<file path="src/rtl/alu_pkg.sv">
`default_nettype none
// ============================================================================
// Module      : alu_pkg
// Description : Shared opcode encodings, default datapath width and FSM
//               state type for the shared-ALU controller.
// Revision    : 1.0 - initial release
// ============================================================================
package alu_pkg;

    localparam int WIDTH_DEF = 16;

    localparam logic [3:0] OP_AND  = 4'b0000;
    localparam logic [3:0] OP_OR   = 4'b0001;
    localparam logic [3:0] OP_XOR  = 4'b0010;
    localparam logic [3:0] OP_NAND = 4'b0011;
    localparam logic [3:0] OP_NOR  = 4'b0100;
    localparam logic [3:0] OP_ADD  = 4'b0101;
    localparam logic [3:0] OP_SUB  = 4'b0110;
    localparam logic [3:0] OP_INC  = 4'b0111;
    localparam logic [3:0] OP_MUL  = 4'b1000;
    localparam logic [3:0] OP_DIV  = 4'b1001;
    localparam logic [3:0] OP_EQ   = 4'b1010;
    localparam logic [3:0] OP_GE   = 4'b1011;
    localparam logic [3:0] OP_LE   = 4'b1100;

    typedef enum logic [1:0] {
        ST_IDLE = 2'd0,
        ST_EXEC = 2'd1,
        ST_RESP = 2'd2
    } state_t;

endpackage
`default_nettype wire

</file>
<file path="src/rtl/rr_arb2.sv">
`default_nettype none
// ============================================================================
// Module      : rr_arb2
// Description : Two-way round-robin arbiter. pointer names the requester that
//               won last; the other requester has priority on contention.
// Revision    : 1.0 - initial release
// ============================================================================
module rr_arb2 (
    input  logic [1:0] valid,
    input  logic       pointer,
    input  logic       enable,
    output logic [1:0] grant
);

    // One-hot grant: a lone requester always wins, ties go to the non-pointer side
    always_comb begin
        grant    = 2'b00;
        grant[0] = enable && valid[0] && (pointer || !valid[1]);
        grant[1] = enable && valid[1] && (!pointer || !valid[0]);
    end

endmodule
`default_nettype wire

</file>
<file path="src/rtl/alu_ctrl_arb.sv">
`default_nettype none
// ============================================================================
// Module      : alu_ctrl_arb
// Description : Shares one external ALU between two requesters. Round-robin
//               accept, registered operands held on the ALU inputs, MUL/DIV
//               stretched to MULDIV_LAT cycles, result returned through a
//               response handshake to the owning requester.
//               Optional macro ALU_CTRL_ERR_EN: DIV-by-zero and illegal
//               opcode (1101..1111) detection with an error flag.
// Revision    : 1.0 - initial release
// ============================================================================
module alu_ctrl_arb
    import alu_pkg::*;
#(
    parameter int WIDTH      = WIDTH_DEF,
    parameter int MULDIV_LAT = 4
) (
    input  logic             clk,
    input  logic             rst,
    input  logic             req0_valid,
    output logic             req0_ready,
    input  logic [3:0]       req0_op,
    input  logic [WIDTH-1:0] req0_a,
    input  logic [WIDTH-1:0] req0_b,
    input  logic             req1_valid,
    output logic             req1_ready,
    input  logic [3:0]       req1_op,
    input  logic [WIDTH-1:0] req1_a,
    input  logic [WIDTH-1:0] req1_b,
    output logic             resp0_valid,
    input  logic             resp0_ready,
    output logic [WIDTH-1:0] resp0_result,
    output logic             resp0_err,
    output logic             resp1_valid,
    input  logic             resp1_ready,
    output logic [WIDTH-1:0] resp1_result,
    output logic             resp1_err,
    output logic [3:0]       alu_op,
    output logic [WIDTH-1:0] alu_a,
    output logic [WIDTH-1:0] alu_b,
    input  logic [WIDTH-1:0] alu_result,
    output logic             busy
);

    // Counter must hold MULDIV_LAT; at least one bit wide
    localparam int CW = (MULDIV_LAT < 2) ? 1 : $clog2(MULDIV_LAT + 1);
    localparam logic [CW-1:0] C_CNT_ONE = CW'(1);
    localparam logic [CW-1:0] C_CNT_MD  = CW'(MULDIV_LAT);

    state_t           r_state;
    state_t           w_state_nxt;
    logic             r_ptr;
    logic             r_owner;
    logic [CW-1:0]    r_cnt;
    logic [3:0]       r_alu_op;
    logic [WIDTH-1:0] r_alu_a;
    logic [WIDTH-1:0] r_alu_b;
    logic [WIDTH-1:0] r_result;
    logic             r_err;

    logic [1:0]       w_grant;
    logic             w_arb_en;
    logic             w_accept;
    logic             w_sel_owner;
    logic [3:0]       w_sel_op;
    logic [WIDTH-1:0] w_sel_a;
    logic [WIDTH-1:0] w_sel_b;
    logic [3:0]       w_fwd_op;
    logic [CW-1:0]    w_cnt_init;
    logic             w_resp_hs;
    logic             w_cnt_last;
    logic [WIDTH-1:0] w_cap_result;
    logic             w_cap_err;

    rr_arb2 u_arb (
        .valid   ({req1_valid, req0_valid}),
        .pointer (r_ptr),
        .enable  (w_arb_en),
        .grant   (w_grant)
    );

    assign w_accept    = |w_grant;
    assign w_sel_owner = w_grant[1];
    assign w_sel_op    = w_sel_owner ? req1_op : req0_op;
    assign w_sel_a     = w_sel_owner ? req1_a  : req0_a;
    assign w_sel_b     = w_sel_owner ? req1_b  : req0_b;
    assign w_cnt_last  = (r_cnt == C_CNT_ONE);
    assign w_resp_hs   = (r_state == ST_RESP) && (r_owner ? resp1_ready : resp0_ready);

`ifdef ALU_CTRL_ERR_EN
    logic r_illegal;
    logic w_sel_illegal;
    logic w_div_zero;

    // Illegal opcodes never reach the ALU and complete in a single cycle
    assign w_sel_illegal = (w_sel_op > OP_LE);
    assign w_fwd_op      = w_sel_illegal ? OP_AND : w_sel_op;
    assign w_cnt_init    = (!w_sel_illegal && (w_sel_op == OP_MUL || w_sel_op == OP_DIV))
                           ? C_CNT_MD : C_CNT_ONE;
    assign w_div_zero    = !r_illegal && (r_alu_op == OP_DIV) && (r_alu_b == '0);
    assign w_cap_result  = r_illegal ? '0 : (w_div_zero ? '1 : alu_result);
    assign w_cap_err     = r_illegal || w_div_zero;

    // Remember whether the accepted opcode was outside the ALU encoding
    always_ff @(posedge clk) begin
        if (rst) begin
            r_illegal <= 1'b0;
        end else if (w_accept) begin
            r_illegal <= w_sel_illegal;
        end
    end
`else
    assign w_fwd_op     = w_sel_op;
    assign w_cnt_init   = (w_sel_op == OP_MUL || w_sel_op == OP_DIV) ? C_CNT_MD : C_CNT_ONE;
    assign w_cap_result = alu_result;
    assign w_cap_err    = 1'b0;
`endif

    // FSM state register
    always_ff @(posedge clk) begin
        if (rst) begin
            r_state <= ST_IDLE;
        end else begin
            r_state <= w_state_nxt;
        end
    end

    // FSM next-state: accept -> execute for cnt cycles -> hold response
    always_comb begin
        w_state_nxt = r_state;
        case (r_state)
            ST_IDLE: if (w_accept)   w_state_nxt = ST_EXEC;
            ST_EXEC: if (w_cnt_last) w_state_nxt = ST_RESP;
            ST_RESP: if (w_resp_hs)  w_state_nxt = ST_IDLE;
            default:                 w_state_nxt = ST_IDLE;
        endcase
    end

    // FSM outputs: handshakes and busy decoded from state and owner
    always_comb begin
        w_arb_en    = (r_state == ST_IDLE);
        req0_ready  = w_grant[0];
        req1_ready  = w_grant[1];
        resp0_valid = (r_state == ST_RESP) && !r_owner;
        resp1_valid = (r_state == ST_RESP) &&  r_owner;
        busy        = (r_state != ST_IDLE);
    end

    // Datapath: operand capture on accept, latency count and result capture
    always_ff @(posedge clk) begin
        if (rst) begin
            r_ptr    <= 1'b1;
            r_owner  <= 1'b0;
            r_cnt    <= '0;
            r_alu_op <= '0;
            r_alu_a  <= '0;
            r_alu_b  <= '0;
            r_result <= '0;
            r_err    <= 1'b0;
        end else begin
            case (r_state)
                ST_IDLE: begin
                    if (w_accept) begin
                        r_alu_op <= w_fwd_op;
                        r_alu_a  <= w_sel_a;
                        r_alu_b  <= w_sel_b;
                        r_owner  <= w_sel_owner;
                        r_ptr    <= w_sel_owner;
                        r_cnt    <= w_cnt_init;
                    end
                end
                ST_EXEC: begin
                    r_cnt <= r_cnt - C_CNT_ONE;
                    if (w_cnt_last) begin
                        r_result <= w_cap_result;
                        r_err    <= w_cap_err;
                    end
                end
                default: ;
            endcase
        end
    end

    assign alu_op       = r_alu_op;
    assign alu_a        = r_alu_a;
    assign alu_b        = r_alu_b;
    assign resp0_result = r_result;
    assign resp1_result = r_result;
    assign resp0_err    = r_err;
    assign resp1_err    = r_err;

endmodule
`default_nettype wire

</file>
<file path="config.mk">
export PLATFORM = sky130hd
export DESIGN_NAME = alu_ctrl_arb
export DESIGN_NICKNAME = d
export VERILOG_FILES = /design/src/rtl/alu_pkg.sv /design/src/rtl/rr_arb2.sv /design/src/rtl/alu_ctrl_arb.sv
export SDC_FILE = /design/constraint.sdc
export NUM_CORES = 1
export LEC_CHECK = 0
export ABC_AREA = 1
export CELL_PAD_IN_SITES_DETAIL_PLACEMENT = 0
export CELL_PAD_IN_SITES_GLOBAL_PLACEMENT = 1
export CORE_MARGIN = 2
export CORE_UTILIZATION = 23
export CTS_CLUSTER_DIAMETER = 120
export DETAILED_ROUTE_END_ITERATION = 10
export PLACE_DENSITY_LB_ADDON = 0.1
export SKIP_LAST_GASP = 1
export SYNTH_ARGS = -nofsm -noshare
export SYNTH_HDL_FRONTEND = slang
export SYNTH_SLANG_ARGS = --single-unit
</file>
<file path="constraint.sdc">
create_clock -name clk -period 1.18 [get_ports clk]
set_input_delay 0.118 -clock clk [delete_from_list [all_inputs] [get_ports clk]]
set_output_delay 0.118 -clock clk [all_outputs]
set_load 0.1 [all_outputs]
</file>
## Word level (Yosys, flattened, before mapping)

Index checks and enable logic that the tools add are counted.

- Bits in registers: 59
- Output and inout bits: 75

- $add $sub $neg: 1
- Equality and inequality tests: 8
- Mux-type cells: 11
- Reduce and logical (&&, ||, !) cells: 22

Operators by type and width:

| cell | count |
|---|---|
| two-way mux 16 bit | 2 |
| equality test 4 bit, second input constant | 2 |
| logical AND 1 bit | 7 |
| two-way mux 2 bit | 3 |
| two-way mux 3 bit | 2 |
| inequality test 2 bit, second input constant | 3 |
| one-hot mux 2 bit (3 select lines) | 1 |
| one-hot mux 3 bit (2 select lines) | 1 |
| AND reduction 2 bit | 3 |
| zero test 1 bit | 4 |
| two-way mux 4 bit | 1 |
| nonzero test 2 bit | 2 |
| equality test 3 x 1 -> 1 bit, second input constant | 1 |
| logical OR 1 bit | 3 |
| AND reduction 3 bit | 1 |
| subtractor 3 x 1 -> 3 bit, second input constant | 1 |
| equality test 2 x 1 -> 1 bit, second input constant | 1 |
| equality test 2 bit, second input constant | 1 |
| zero test 2 bit | 1 |
| OR reduction 2 bit | 1 |
| two-way mux 1 bit | 1 |

## Longest topological paths before layout

Gate-level depths: netlist of the first run.

- Depth in word-level cells: 9
- Gate-level depth with buffers: 9
- Gate-level depth less buffers: 8

## Hierarchy

Synthesis of the first run repeated with hierarchy kept, for this count alone.

- Cells, all modules: 356
- Area, all modules: 2,738.9 µm²

Modules (own cells, without submodules):

| module | times used | cells each | area each (µm²) |
|---|---|---|---|
| alu_ctrl_arb | 1 | 351 | 2,717.6 |
| rr_arb2 | 1 | 5 | 21.3 |

## Worst setup path before layout of the first run

No wires, ideal clock.

- Path kind: register -> output
- Start: register r_state[1]
- End: output port req0_ready
- Arrival time: 2,354 ps
- Setup slack: -1,292 ps
- Stages on the path, launching flop included: 4
- Buffers on the path: 0
- Path through: dfxtp_1 nor2_4 inv_1 nor2_1

- Word-level cells in the longest chain between the ends: 3

RTL lines:

| element | line | text |
|---|---|---|
| start, declared | alu_ctrl_arb.sv:50 | `state_t r_state;` |
| start signal, assigned | alu_ctrl_arb.sv:124 | `r_state <= w_state_nxt;` |
| zero test 2 bit | alu_ctrl_arb.sv:141 | `w_arb_en = (r_state == ST_IDLE);` |
| logical AND 1 bit (2 in series) | rr_arb2.sv:18 | `grant[0] = enable && valid[0] && (pointer \|\| !valid[1]);` |
| end, declared | alu_ctrl_arb.sv:21 | `output logic req0_ready,` |

Every way passes these cells.

## Worst setup path after layout of the first run

- Start: register r_state[1]
- End: output port req1_ready

- Word-level cells in the longest chain between the ends: 3

RTL lines:

| element | line | text |
|---|---|---|
| zero test 2 bit | alu_ctrl_arb.sv:141 |  |
| logical AND 1 bit (2 in series) | rr_arb2.sv:19 | `grant[1] = enable && valid[1] && (!pointer \|\| !valid[0]);` |
| end, declared | alu_ctrl_arb.sv:26 | `output logic req1_ready,` |

Every way passes these cells.

==> results of run 1 <==
[flip-flops by register name, indices dropped and copies added, names as in the netlist]
signal	flops
alu_op	4
alu_b	16
alu_a	16
r_cnt	3
r_state	2
resp0_result	16
r_ptr	1
r_owner	1
[routing by layer]
| metal | vias to the layer above | routed length, µm | track usage |
|---|---|---|---|
| met2 | 122 | 4480 | 0.235 |
| met1 | 1426 | 4400 | 0.184 |
| li1 | 1605 | - | - |
| met3 | 10 | 810 | 0.0496 |
| met5 | - | 0 | 0 |
| met4 | 0 | 174 | 0.0675 |
[worst register-to-register path, delay by kind of cell, from the launching register on]
kind	cells	cell delay [ns]
AO/OA/AOI/OAI	1	0.09
AND/OR/NAND/NOR	4	0.39
buffers and inverters	4	0.51
flip-flops	1	0.33
[per-stage QoR]
stage / std cells / cell area, µm² / hold WS [ns] / setup slack, ns / utilization
finish: 724 / 6250 / 0.384 / -0.303 / 0.521
global route: 724 / 6250 / 0.386 / -0.356 / 0.521
CTS: 722 / 6070 / 0.383 / -0.319 / 0.506
global placement: 693 / 5570 / 0.468 / -0.346 / 0.464
detailed placement: 693 / 5570 / 0.470 / -0.378 / 0.464
floorplan: 387 / 2920 / 0.180 / -0.502 / -
[cells by family (layout without fill, tap and decap cells)]
logic type      after synthesis  after routing
compound gates               66             66
fa+ha+maj                     2              2
buf+inv                      91            281
flops                        59             59
other cells                   1              2
simple gates                167            167
[report_power, final]
group	internal, µW	total (µW)	switching [µW]
registers	2320	2660	339
logic	2300	5730	3430
clock network	1730	2620	890
total	6350	11000	4660
[placed cells by master (no fill, tap or decap), drive strengths merged, types with 4 or more instances in the layout]
master	n
o211ai	34
nand4	4
clkbuf	16
inv	51
a21oi	5
buf	117
clkdlybuf4s50	93
nand2	85
nor2	40
o21ai	24
dfxtp	59
nand3	37
[worst max-delay path by stage]
stage / start / endpoint / slack (ns)
3_5_place_dp: req1_valid / alu_a[2]$_SDFFE_PP0P_ / -0.38
3_3_place_gp: req1_valid / alu_a[2]$_SDFFE_PP0P_ / -0.35
6_report: r_state[1]$_SDFFE_PP0P_ / req1_ready / -0.30
5_1_grt: r_state[1]$_SDFFE_PP0P_ / req1_ready / -0.36
2_1_floorplan: r_state[1]$_SDFFE_PP0P_ / req0_ready / -0.50
4_1_cts: r_state[0]$_SDFFE_PP0P_ / req1_ready / -0.32
[area by class of cell]
class / count / area (µm²)
flip-flops and latches: 59 / 1230
clock inverters: 2 / 35.0
repair buffers: 214 / 3010
fillers: 1129 / 5760
well taps: 147 / 184
clock buffers: 13 / 260
inverters: 52 / 215
multi-input cells: 237 / 1320
[repair_timing]
| item | CTS | global route |
|---|---|---|
| cloned | 2 | 3 |
| setup endpoints to repair | 53 | 64 |
| hold buffers | 0 | 0 |
| pin swaps | 6 | 10 |
| setup buffers | 12 | 1 |
| gates resized for setup | 30 | 40 |
==> flow_summary.yaml, run 1 <==
outcome:
  outcome: "finished, violations left"
  violations: "setup timing"
sta:
  layout_min_cycle_time_ns: 1.48
  setup_slack_ns: -0.303
  rsz0062_at_grt: "true"
  finalSetupTns_ns: -9.23
  finalMaxSlewViolations: 0
  setup_viol: 63
  hold_violations: 0
  finalCritPeriodShare: 1.26
  skew_ns: 0.00846
  fmax_mhz: 674
hold_path:
  min_path_type: "input port to flip-flop"
  hold_path_startpoint: "alu_result[15]"
  min_to: "resp0_result[15]$_SDFFE_PP0P_"
  hold_depth: 3
setup_path:
  cp_cell_sequence: "nor2_4, nand3_4, buf_12, clkinv_8, buf_12, buf_12"
  r2r-start: "r_state[1]$_SDFFE_PP0P_"
  reg2reg_slack_ns: -0.25
  crit_type: "flip-flop to output pin"
  critPathMaxStageDelay_ns: 0.33
  path_max_fanout: 3
  crit_required_ns: 1.06
  rr_endpoint: "alu_b[12]$_SDFFE_PP0P_"
  cp_num_cells: 6
  cpLargestDelayFamily: "buffers and inverters"
  start_kind: "flip-flop"
  path_buf_inv: 4
  crit_path_end_kind: "output pin"
  r2r_cells: 9
  path_common_cell: "buf_12"
  worstPathArrival_ns: 1.37
  cp_slowest_cell: "dfxtp_2"
clocking:
  cts_made_buffers: 9
  cts_htree_levels: 3
  cts_tree: "built"
  clock_sink_count: 59
  clkLatencyLatePin_ns: 0.33
  path_clk_slew_ns: 0.05
  clk_root_buffer_cell: "clkbuf_16"
  cts_buffer_depth: 2
die:
  dieArea_mm2: 0.0132
  die_x_um: 115
  coreArea_mm2: 0.0120
  row_count: 40
  start_util: 0.236
  die_y_um: 115
  io_pins: 169
synthesis:
  synth-seq-cells: 59
  syn-cell-area_mm2: 0.00284
  ys_types: 27
  synth_area_leader_cell: "dfxtp_1"
  synth_compound_area_frac: 0.150
  seq_area_frac_synth: 0.416
  synth_commonest_cells: "83 x nand2_1, 59 x dfxtp_1, 49 x inv_1"
  syn_avg_cell_area_um2: 7.35
  synth-simple-area-share: 0.257
  yosys_warnings: 0
  synth.most_common_cell: "nand2_1"
  synthXorXnorAreaFrac: 0
  async_reset_ff_frac: 0
  synth_edf_count: 0
  synth_top_family_by_area: "simple AND/OR/NAND/NOR gates"
  synth_ff_type: "dfxtp_1"
  netlist.area_leader.share: 0.416
  synthMuxAreaShare: 0
  synthAdderAreaFrac: 0.00882
  yosys-top-cells-area: "dfxtp_1 42%, nand2_1 11%, o211ai_1 9.0%"
  synth_cells: 386
detailed_routing:
  wire_per_inst_um: 13.6
  vias_per_cell: 4.37
  dr.pass1.iters: 4
  finalWirelength_um: 9870
  drc_errors: 0
  final_antenna_net_count: 0
  vias: 3163
  drtIter0Drc: 98
layout:
  drive_gt1_frac: 0.369
  nets: 669
  n_antenna_cell: 0
  area_growth_pct: 120
placed_design:
  finalWeightedCongestion: 0.706
  dpl.hpwl_um: 7030
  portBuffers: 166
grt:
  grt_pass1_wl_um: 15400
  grt_pass1_vias: 3073
  grt_max_degree: 33
  grt_use_total: 0.149
  grt-ovfl-total: 0
  antenna_found_initial: 0
pwr:
  vdd_drop_max_uv: 724
  p_per_area_mw_per_mm2: 1760
  total_power_uw: 11000
  leakage_uw: 0.00278
run:
  drv_cap: 0
(Power assumes the default switching activity.)
==> run 2: changes to the inputs <==
- CTS_CLUSTER_SIZE: default -> 16
==> results of run 2 <==
Same layout as run 1: the final DEF is identical, and so are final timing and power.
==> run 3: changes to the inputs <==
- CTS_CLUSTER_SIZE: 16 -> 14
==> results of run 3 <==
Same layout as run 1: the final DEF is identical, and so are final timing and power.
